<file path="src/rtl/alu_result_packer_pkg.sv">
// rtl/alu_result_packer_pkg.sv - shared types and widths for the ALU result packer
package alu_pkg;

  localparam int RESULT_W = 16;
  localparam int BYTE_W   = 8;

  // SEND_CK is only ever entered when the checksum byte is built in
  typedef enum logic [1:0] {
    IDLE    = 2'd0,
    SEND_LO = 2'd1,
    SEND_HI = 2'd2,
    SEND_CK = 2'd3
  } packer_state_e;

endpackage

</file>
<file path="src/rtl/alu_result_packer_if.sv">
// rtl/alu_result_packer_if.sv - result capture, byte transmit and status bundle
interface alu_result_packer_if #(
  parameter int DEPTH = 4
) ();
  import alu_pkg::*;

  logic [RESULT_W-1:0]      ALU_OUT;
  logic                     OUT_VALID;
  logic                     TX_READY;
  logic [BYTE_W-1:0]        TX_DATA;
  logic                     TX_VALID;
  logic                     OVF_CLR;
  logic                     OVERFLOW;
  logic [$clog2(DEPTH):0]   FIFO_COUNT;
  logic                     BUSY;

  // ALU / sink / status-reader side
  modport master (
    output ALU_OUT, OUT_VALID, TX_READY, OVF_CLR,
    input  TX_DATA, TX_VALID, OVERFLOW, FIFO_COUNT, BUSY
  );

  // packer side
  modport slave (
    input  ALU_OUT, OUT_VALID, TX_READY, OVF_CLR,
    output TX_DATA, TX_VALID, OVERFLOW, FIFO_COUNT, BUSY
  );
endinterface

</file>
<file path="src/rtl/alu_result_packer_fifo.sv">
// rtl/alu_result_packer_fifo.sv - synchronous DEPTH x W result FIFO with occupancy count
module result_fifo #(
  parameter int DEPTH = 4,
  parameter int W     = 16
) (
  input  logic                     clk,
  input  logic                     rst,
  input  logic                     push,
  input  logic                     pop,
  input  logic [W-1:0]             wdata,
  output logic [W-1:0]             rdata,
  output logic                     full,
  output logic                     empty,
  output logic [$clog2(DEPTH):0]   count
);
  localparam int AW = $clog2(DEPTH);
  localparam logic [AW:0] FULL_CNT = (AW+1)'(DEPTH);

  logic [W-1:0]  mem_q [DEPTH];
  logic [AW-1:0] wr_ptr_q, wr_ptr_d;
  logic [AW-1:0] rd_ptr_q, rd_ptr_d;
  logic [AW:0]   count_q, count_d;
  logic          push_ok, pop_ok;

  assign full  = (count_q == FULL_CNT);
  assign empty = (count_q == '0);
  assign count = count_q;
  assign rdata = mem_q[rd_ptr_q];

  // a push into a full FIFO is still legal when a pop frees the slot this cycle
  assign push_ok = push && (!full || pop);
  assign pop_ok  = pop && !empty;

  // pointer and occupancy next-state; pointers wrap naturally since DEPTH is a power of two
  always_comb begin
    wr_ptr_d = wr_ptr_q;
    rd_ptr_d = rd_ptr_q;
    count_d  = count_q;
    if (push_ok) wr_ptr_d = wr_ptr_q + 1'b1;
    if (pop_ok)  rd_ptr_d = rd_ptr_q + 1'b1;
    case ({push_ok, pop_ok})
      2'b10:   count_d = count_q + 1'b1;
      2'b01:   count_d = count_q - 1'b1;
      default: count_d = count_q;
    endcase
  end

  // pointer and occupancy registers
  always_ff @(posedge clk or posedge rst) begin
    if (rst) begin
      wr_ptr_q <= '0;
      rd_ptr_q <= '0;
      count_q  <= '0;
    end else begin
      wr_ptr_q <= wr_ptr_d;
      rd_ptr_q <= rd_ptr_d;
      count_q  <= count_d;
    end
  end

  // storage array; contents are don't-care until written, so no reset
  always_ff @(posedge clk) begin
    if (push_ok) mem_q[wr_ptr_q] <= wdata;
  end
endmodule

</file>
<file path="src/rtl/alu_result_packer.sv">
// rtl/alu_result_packer.sv - buffers ALU results and sends them low byte first; RESULT_CHECKSUM_EN adds an XOR byte
module alu_result_packer
  import alu_pkg::*;
#(
  parameter int DEPTH  = 4,
  parameter int DATA_W = 16
) (
  input  logic               CLK,
  input  logic               RST,
  alu_result_packer_if.slave bus
);
  localparam int CW = $clog2(DEPTH) + 1;

  if (DATA_W != 2 * BYTE_W) begin : g_bad_data_w
    $error("alu_result_packer: DATA_W must be exactly two bytes");
  end
  if (DEPTH < 2 || (DEPTH & (DEPTH - 1)) != 0) begin : g_bad_depth
    $error("alu_result_packer: DEPTH must be a power of two, at least 2");
  end

  packer_state_e       state_q, state_d;
  logic [RESULT_W-1:0] hold_q, hold_d;
  logic [BYTE_W-1:0]   tx_data_q, tx_data_d;
  logic                tx_valid_q, tx_valid_d;
  logic                overflow_q, overflow_d;

  logic [RESULT_W-1:0] fifo_rdata;
  logic                fifo_full, fifo_empty, fifo_pop, drop;
  logic [CW-1:0]       fifo_count;

  // the only pop: an idle FSM loading the hold register
  assign fifo_pop = (state_q == IDLE) && !fifo_empty;
  assign drop     = bus.OUT_VALID && fifo_full && !fifo_pop;

  result_fifo #(.DEPTH(DEPTH), .W(RESULT_W)) u_fifo (
    .clk   (CLK),
    .rst   (RST),
    .push  (bus.OUT_VALID),
    .pop   (fifo_pop),
    .wdata (bus.ALU_OUT),
    .rdata (fifo_rdata),
    .full  (fifo_full),
    .empty (fifo_empty),
    .count (fifo_count)
  );

  // frame sequencer: each byte advances on one TX_VALID && TX_READY edge
  always_comb begin
    state_d    = state_q;
    hold_d     = hold_q;
    tx_data_d  = tx_data_q;
    tx_valid_d = tx_valid_q;
    case (state_q)
      IDLE: begin
        if (!fifo_empty) begin
          hold_d     = fifo_rdata;
          tx_data_d  = fifo_rdata[BYTE_W-1:0];
          tx_valid_d = 1'b1;
          state_d    = SEND_LO;
        end
      end
      SEND_LO: begin
        if (bus.TX_READY) begin
          tx_data_d = hold_q[RESULT_W-1:BYTE_W];
          state_d   = SEND_HI;
        end
      end
      SEND_HI: begin
        if (bus.TX_READY) begin
`ifdef RESULT_CHECKSUM_EN
          tx_data_d = hold_q[BYTE_W-1:0] ^ hold_q[RESULT_W-1:BYTE_W];
          state_d   = SEND_CK;
`else
          tx_valid_d = 1'b0;
          state_d    = IDLE;
`endif
        end
      end
`ifdef RESULT_CHECKSUM_EN
      SEND_CK: begin
        if (bus.TX_READY) begin
          tx_valid_d = 1'b0;
          state_d    = IDLE;
        end
      end
`endif
      default: begin
        tx_valid_d = 1'b0;
        state_d    = IDLE;
      end
    endcase
  end

  // sticky overflow; a drop in the same cycle as a clear wins
  always_comb begin
    overflow_d = overflow_q;
    if (bus.OVF_CLR) overflow_d = 1'b0;
    if (drop)        overflow_d = 1'b1;
  end

  // sequencer, hold and status registers
  always_ff @(posedge CLK or posedge RST) begin
    if (RST) begin
      state_q    <= IDLE;
      hold_q     <= '0;
      tx_data_q  <= '0;
      tx_valid_q <= 1'b0;
      overflow_q <= 1'b0;
    end else begin
      state_q    <= state_d;
      hold_q     <= hold_d;
      tx_data_q  <= tx_data_d;
      tx_valid_q <= tx_valid_d;
      overflow_q <= overflow_d;
    end
  end

  assign bus.TX_DATA    = tx_data_q;
  assign bus.TX_VALID   = tx_valid_q;
  assign bus.OVERFLOW   = overflow_q;
  assign bus.FIFO_COUNT = fifo_count;
  assign bus.BUSY       = (fifo_count != '0) || (state_q != IDLE);
endmodule

</file>
<file path="src/flat_wrapper.sv">
// flat-port wrapper written by rule: the top's interface ports become plain ports
module alu_result_packer_flat import alu_pkg::*;
#(
  parameter int DEPTH  = 4,
  parameter int DATA_W = 16
)
  (CLK, RST, bus_ALU_OUT, bus_OUT_VALID, bus_TX_READY, bus_OVF_CLR, bus_TX_DATA, bus_TX_VALID, bus_OVERFLOW, bus_FIFO_COUNT, bus_BUSY);
  alu_result_packer_if #(.DEPTH(DEPTH)) bus_i ();
  input  logic CLK;
  input  logic RST;
  input wire logic [$bits(bus_i.ALU_OUT)-1:0] bus_ALU_OUT;
  input wire logic [$bits(bus_i.OUT_VALID)-1:0] bus_OUT_VALID;
  input wire logic [$bits(bus_i.TX_READY)-1:0] bus_TX_READY;
  input wire logic [$bits(bus_i.OVF_CLR)-1:0] bus_OVF_CLR;
  output wire logic [$bits(bus_i.TX_DATA)-1:0] bus_TX_DATA;
  output wire logic [$bits(bus_i.TX_VALID)-1:0] bus_TX_VALID;
  output wire logic [$bits(bus_i.OVERFLOW)-1:0] bus_OVERFLOW;
  output wire logic [$bits(bus_i.FIFO_COUNT)-1:0] bus_FIFO_COUNT;
  output wire logic [$bits(bus_i.BUSY)-1:0] bus_BUSY;
  assign bus_i.ALU_OUT = bus_ALU_OUT;
  assign bus_i.OUT_VALID = bus_OUT_VALID;
  assign bus_i.TX_READY = bus_TX_READY;
  assign bus_i.OVF_CLR = bus_OVF_CLR;
  assign bus_TX_DATA = bus_i.TX_DATA;
  assign bus_TX_VALID = bus_i.TX_VALID;
  assign bus_OVERFLOW = bus_i.OVERFLOW;
  assign bus_FIFO_COUNT = bus_i.FIFO_COUNT;
  assign bus_BUSY = bus_i.BUSY;
  alu_result_packer #(.DEPTH(DEPTH), .DATA_W(DATA_W)) u_core (.CLK(CLK), .RST(RST), .bus(bus_i));
endmodule
</file>
<file path="config.mk">
export PLATFORM = sky130hd
export DESIGN_NAME = alu_result_packer_flat
export DESIGN_NICKNAME = d
export VERILOG_FILES = /design/src/rtl/alu_result_packer_pkg.sv /design/src/rtl/alu_result_packer_if.sv /design/src/rtl/alu_result_packer_fifo.sv /design/src/rtl/alu_result_packer.sv /design/src/flat_wrapper.sv
export SDC_FILE = /design/constraint.sdc
export NUM_CORES = 1
export LEC_CHECK = 0
export CAP_MARGIN = 20
export CORE_ASPECT_RATIO = 0.7
export CORE_MARGIN = 1.5
export CORE_UTILIZATION = 34
export CTS_CLUSTER_SIZE = 8
export DETAILED_ROUTE_END_ITERATION = 12
export PLACE_DENSITY = 0.64
export SLEW_MARGIN = 20
export SYNTH_ARGS = -nofsm -noshare
export SYNTH_HDL_FRONTEND = slang
export SYNTH_SLANG_ARGS = --single-unit
</file>
<file path="constraint.sdc">
create_clock -name CLK -period 3.05 [get_ports CLK]
set_input_delay 0.61 -clock CLK [delete_from_list [all_inputs] [get_ports CLK]]
set_output_delay 0.61 -clock CLK [all_outputs]
set_load 0.01 [all_outputs]
</file>
==> summary.txt <==
Placed design
  – I/O Buffers: 34
  – Placed Instance Area: ~0.0042 sq mm
  – RD Place Congestion: 0.728
  – Pre-CTS WS: 564 ps
  – DP HPWL: 4590 um

Clock network
  – Clk Latency, worst-skew pair: about 340 ps
  – CTS Hold Buffers Added: 0
  – Number of post-CTS setup repair buffers: 0
  – CTS tree: done
  – Cts bufs inserted: 9
  – Clock sinks: 91
  – Clock Root Buffer: clkbuf_16
  – Clk slew on worst S/H paths: 70 ps
  – CTS HTree Levels: 3
  – Post_cts resized: 0
  – Clock Path Buffers: 2

Critical path
  – Max stage delay cell, worst path: clkdlybuf4s50_1
  – CP Capture Type: primary output
  – CP Max Fanout: 6
  – R2R Path End: u_core.u_fifo.count[2]$_DFFE_PP0P_
  – Worst R2R Start: u_core.state_q[1]$_DFFE_PP0P_
  – CP max stage delay: 480 ps
  – Data required, critical path: 2440 ps
  – Worst reg2reg path depth: 9
  – WS Path Type: flip-flop to primary output
  – Cell Chain, Critical Path: or3_1 > nand2b_1 > clkdlybuf4s50_1
  – Worst setup path end: bus_BUSY
  – CP startpoint: u_core.u_fifo.count[2]$_DFFE_PP0P_
  – Crit start category: flip-flop
  – Flop2flop setup slack: approximately 790 ps
  – CP arrival: 1880 ps

Synthesis
  – Register area share after synthesis: 71.2%
  – Avg Cell Area, Syn: between 15 and 20 sq um
  – Synth area leader: edfxtp_1
  – Ys Warns: 0
  – Synth Net Count: 215
  – Largest cells by area after synthesis: edfxtp_1, dfrtp_1, mux4_2
  – Mapped Area: 0.00365 sq mm
  – FF+latch count, synth: 91
  – Yosys top cell area share: a little over half
  – Syn Inst Count: roughly 190
  – Synth cell types: 30

Power and ir drop
  – Pwr dens: 1050 mW/mm^2
  – Worst VDD drop: approximately 0.4 mV
  – P_leak: 1.63 nW
  – Power Total: 0.00468 W

Route
  – Final WL: 6670 um
  – DR pass1 iterations: 4
  – Detail Route Antenna Nets: 0
  – Vias per cell: between 4 and 5
  – Total number of vias: 1802
  – Residual DRC: 0
  – Starting DRT DRC Count: 141
  – Drt wl/cell: 17.9 um

GRT
  – Met2 usage in global routing: 20.0%
  – Met1 Use GR: ~18%
  – Busiest grt layer: met2
  – Largest net degree at the start of global routing: 28
  – Global-route wire length before repair: 10600 um
  – Initial antenna violation count: 0
  – GRT Total Usage: 13.2%
  – Vias in the first global route: 1818
  – GR met3 Demand/Resource: 4.27%
  – Grt ovf: 0

Run status
  – Outcome: finished, final reports clean

Timing
  – Worst hold slack: 504 ps
  – Worst setup margin: 562 ps
  – Relative slew slack: 54.0%
  – Final Max Tran Viols: 0
  – Worst-margin pin slew: 690 ps
  – Final setup viols: 0
  – Final Cycle Share: 81.6%
  – Fmax achieved: 0.402 GHz
  – Fin. Hold Viols: 0
  – RSZ-0062 raised after global routing: false
  – Post-route minimum period: 2490 ps
  – Setup TNS Final: 0 ps
  – Max Clock Skew: 7.51 ps

Worst hold path
  – Hold Crit Depth: 1
  – Hold Crit Class: flip-flop to flip-flop

Die
  – Total core area: 0.0104 sq mm
  – Starting Density: 35.1%
  – Die height: 89.7 um
  – # rows: 31
  – Die X-Extent: 127 um
  – I/O pins: 35
  – Die area: 0.0114 sq mm

Run
  – Maxcap violations: 0

Layout
  – P&R area growth vs syn: 22.6%
  – Share of layout cells above drive strength 1: ~28%
  – Post-route cell area: between 0.004 and 0.005 sq mm
  – Antenna diodes: 0
  – Nets@finish: 262
## layer usage
layer  routed length, um  share of wire, %
met1                3240                49
met2                2960                44
met3                 336               5.0
met4                 131               2.0
met5                   0                 0
## logic make-up (layout without fill, tap and decap cells)
| kind of cell | after synthesis | in the layout | synth area share (%) |
|---|---|---|---|
| flops | 91 | 91 | 71.2 |
| mux | 42 | 42 | 18.7 |
| simple gates | 21 | 21 | 3.22 |
| buf+inv | 16 | 68 | 2.02 |
| fa+ha+maj | 6 | 6 | 2.26 |
| compound gates | 6 | 6 | 1.13 |
| xor+xnor | 6 | 6 | 1.44 |
## power breakdown
group | total (W) | leakage, nW | switching, W | internal [W]
Combinational | 0.00162 | 0.579 | 0.000688 | 0.000934
Clock | 0.00110 | 0.144 | 0.000463 | 0.000640
Sequential | 0.00195 | 0.905 | 0.000236 | 0.00172
## worst min path at each step
stage | startpoint | endpoint | slack (ps)
floorplan | u_core.hold_q[10]$_DFFE_PP0N_ | u_core.hold_q[10]$_DFFE_PP0N_ | 480
global placement | u_core.hold_q[14]$_DFFE_PP0N_ | u_core.hold_q[14]$_DFFE_PP0N_ | 490
detailed placement | u_core.hold_q[13]$_DFFE_PP0N_ | u_core.hold_q[13]$_DFFE_PP0N_ | 500
CTS | u_core.hold_q[12]$_DFFE_PP0N_ | u_core.hold_q[12]$_DFFE_PP0N_ | 510
global route | u_core.hold_q[15]$_DFFE_PP0N_ | u_core.hold_q[15]$_DFFE_PP0N_ | 530
finish | u_core.hold_q[14]$_DFFE_PP0N_ | u_core.hold_q[14]$_DFFE_PP0N_ | 500
## cell usage in the layout, fill, tap and decap left out, types with 3 or more instances in the layout
master,netlist,routed
and2_1,4,4
buf_4,1,7
clkbuf_16,0,9
clkdlybuf4s50_1,0,34
dfrtp_1,27,27
edfxtp_1,64,64
ha_1,5,5
inv_1,10,10
mux2_2,17,17
mux2_4,8,8
mux4_2,16,16
nand2_1,5,5
nor2_1,4,4
o21ai_0,3,3
xnor2_1,4,4
## metrics by stage
stage | utilization, % | std cells
finish | 43.0 | 372
global route | 43.0 | 372
global placement | 40.1 | 356
detailed placement | 40.1 | 356
floorplan | - | 188
CTS | 43.0 | 372
## sequential cells by signal (all words and copies together) (netlist names)
name	cells
u_core.u_fifo.wr_ptr_q	2
u_core.u_fifo.mem_q	64
u_core.u_fifo.rd_ptr_q	2
u_core.bus.OVERFLOW	1
u_core.state_q	2
u_core.u_fifo.count	3
u_core.bus.TX_VALID	1
u_core.hold_q	8
u_core.bus.TX_DATA	8
## critical path, delay by kind of cell (launching register included)
| family | cells | cell delay (ps) |
|---|---|---|
| simple gates | 2 | 610 |
| flops | 1 | 460 |
| buf+inv | 1 | 480 |
## layout make-up
cell class                      instances  area, sq um
Clock buffer                            9          225
Clock inverter                          7         75.1
Fill cell                             925         5920
Inverter                               11         41.3
Multi-Input combinational cell         81          976
Sequential cell                        91         2600
Tap cell                              132          165
Timing Repair Buffer                   41          393
## cells in the mapped netlist
cell	number
mux2_2	17
and2_1	4
or2_2	1
a21oi_1	1
inv_1	10
mux2_4	8
clkbuf_1	1
xor2_1	2
nor2b_1	1
o21ai_0	3
nand2b_1	2
fa_1	1
nor3_4	1
buf_6	1
mux2i_1	1
buf_4	1
edfxtp_1	64
nand3_1	1
or3_1	1
a31oi_2	1
o32ai_1	1
inv_2	1
dfrtp_1	27
nor4_1	1
buf_2	2
xnor2_1	4
nor2_1	4
mux4_2	16
nand2_1	5
ha_1	5
No activity file was read; power rests on OpenSTA's default activity.
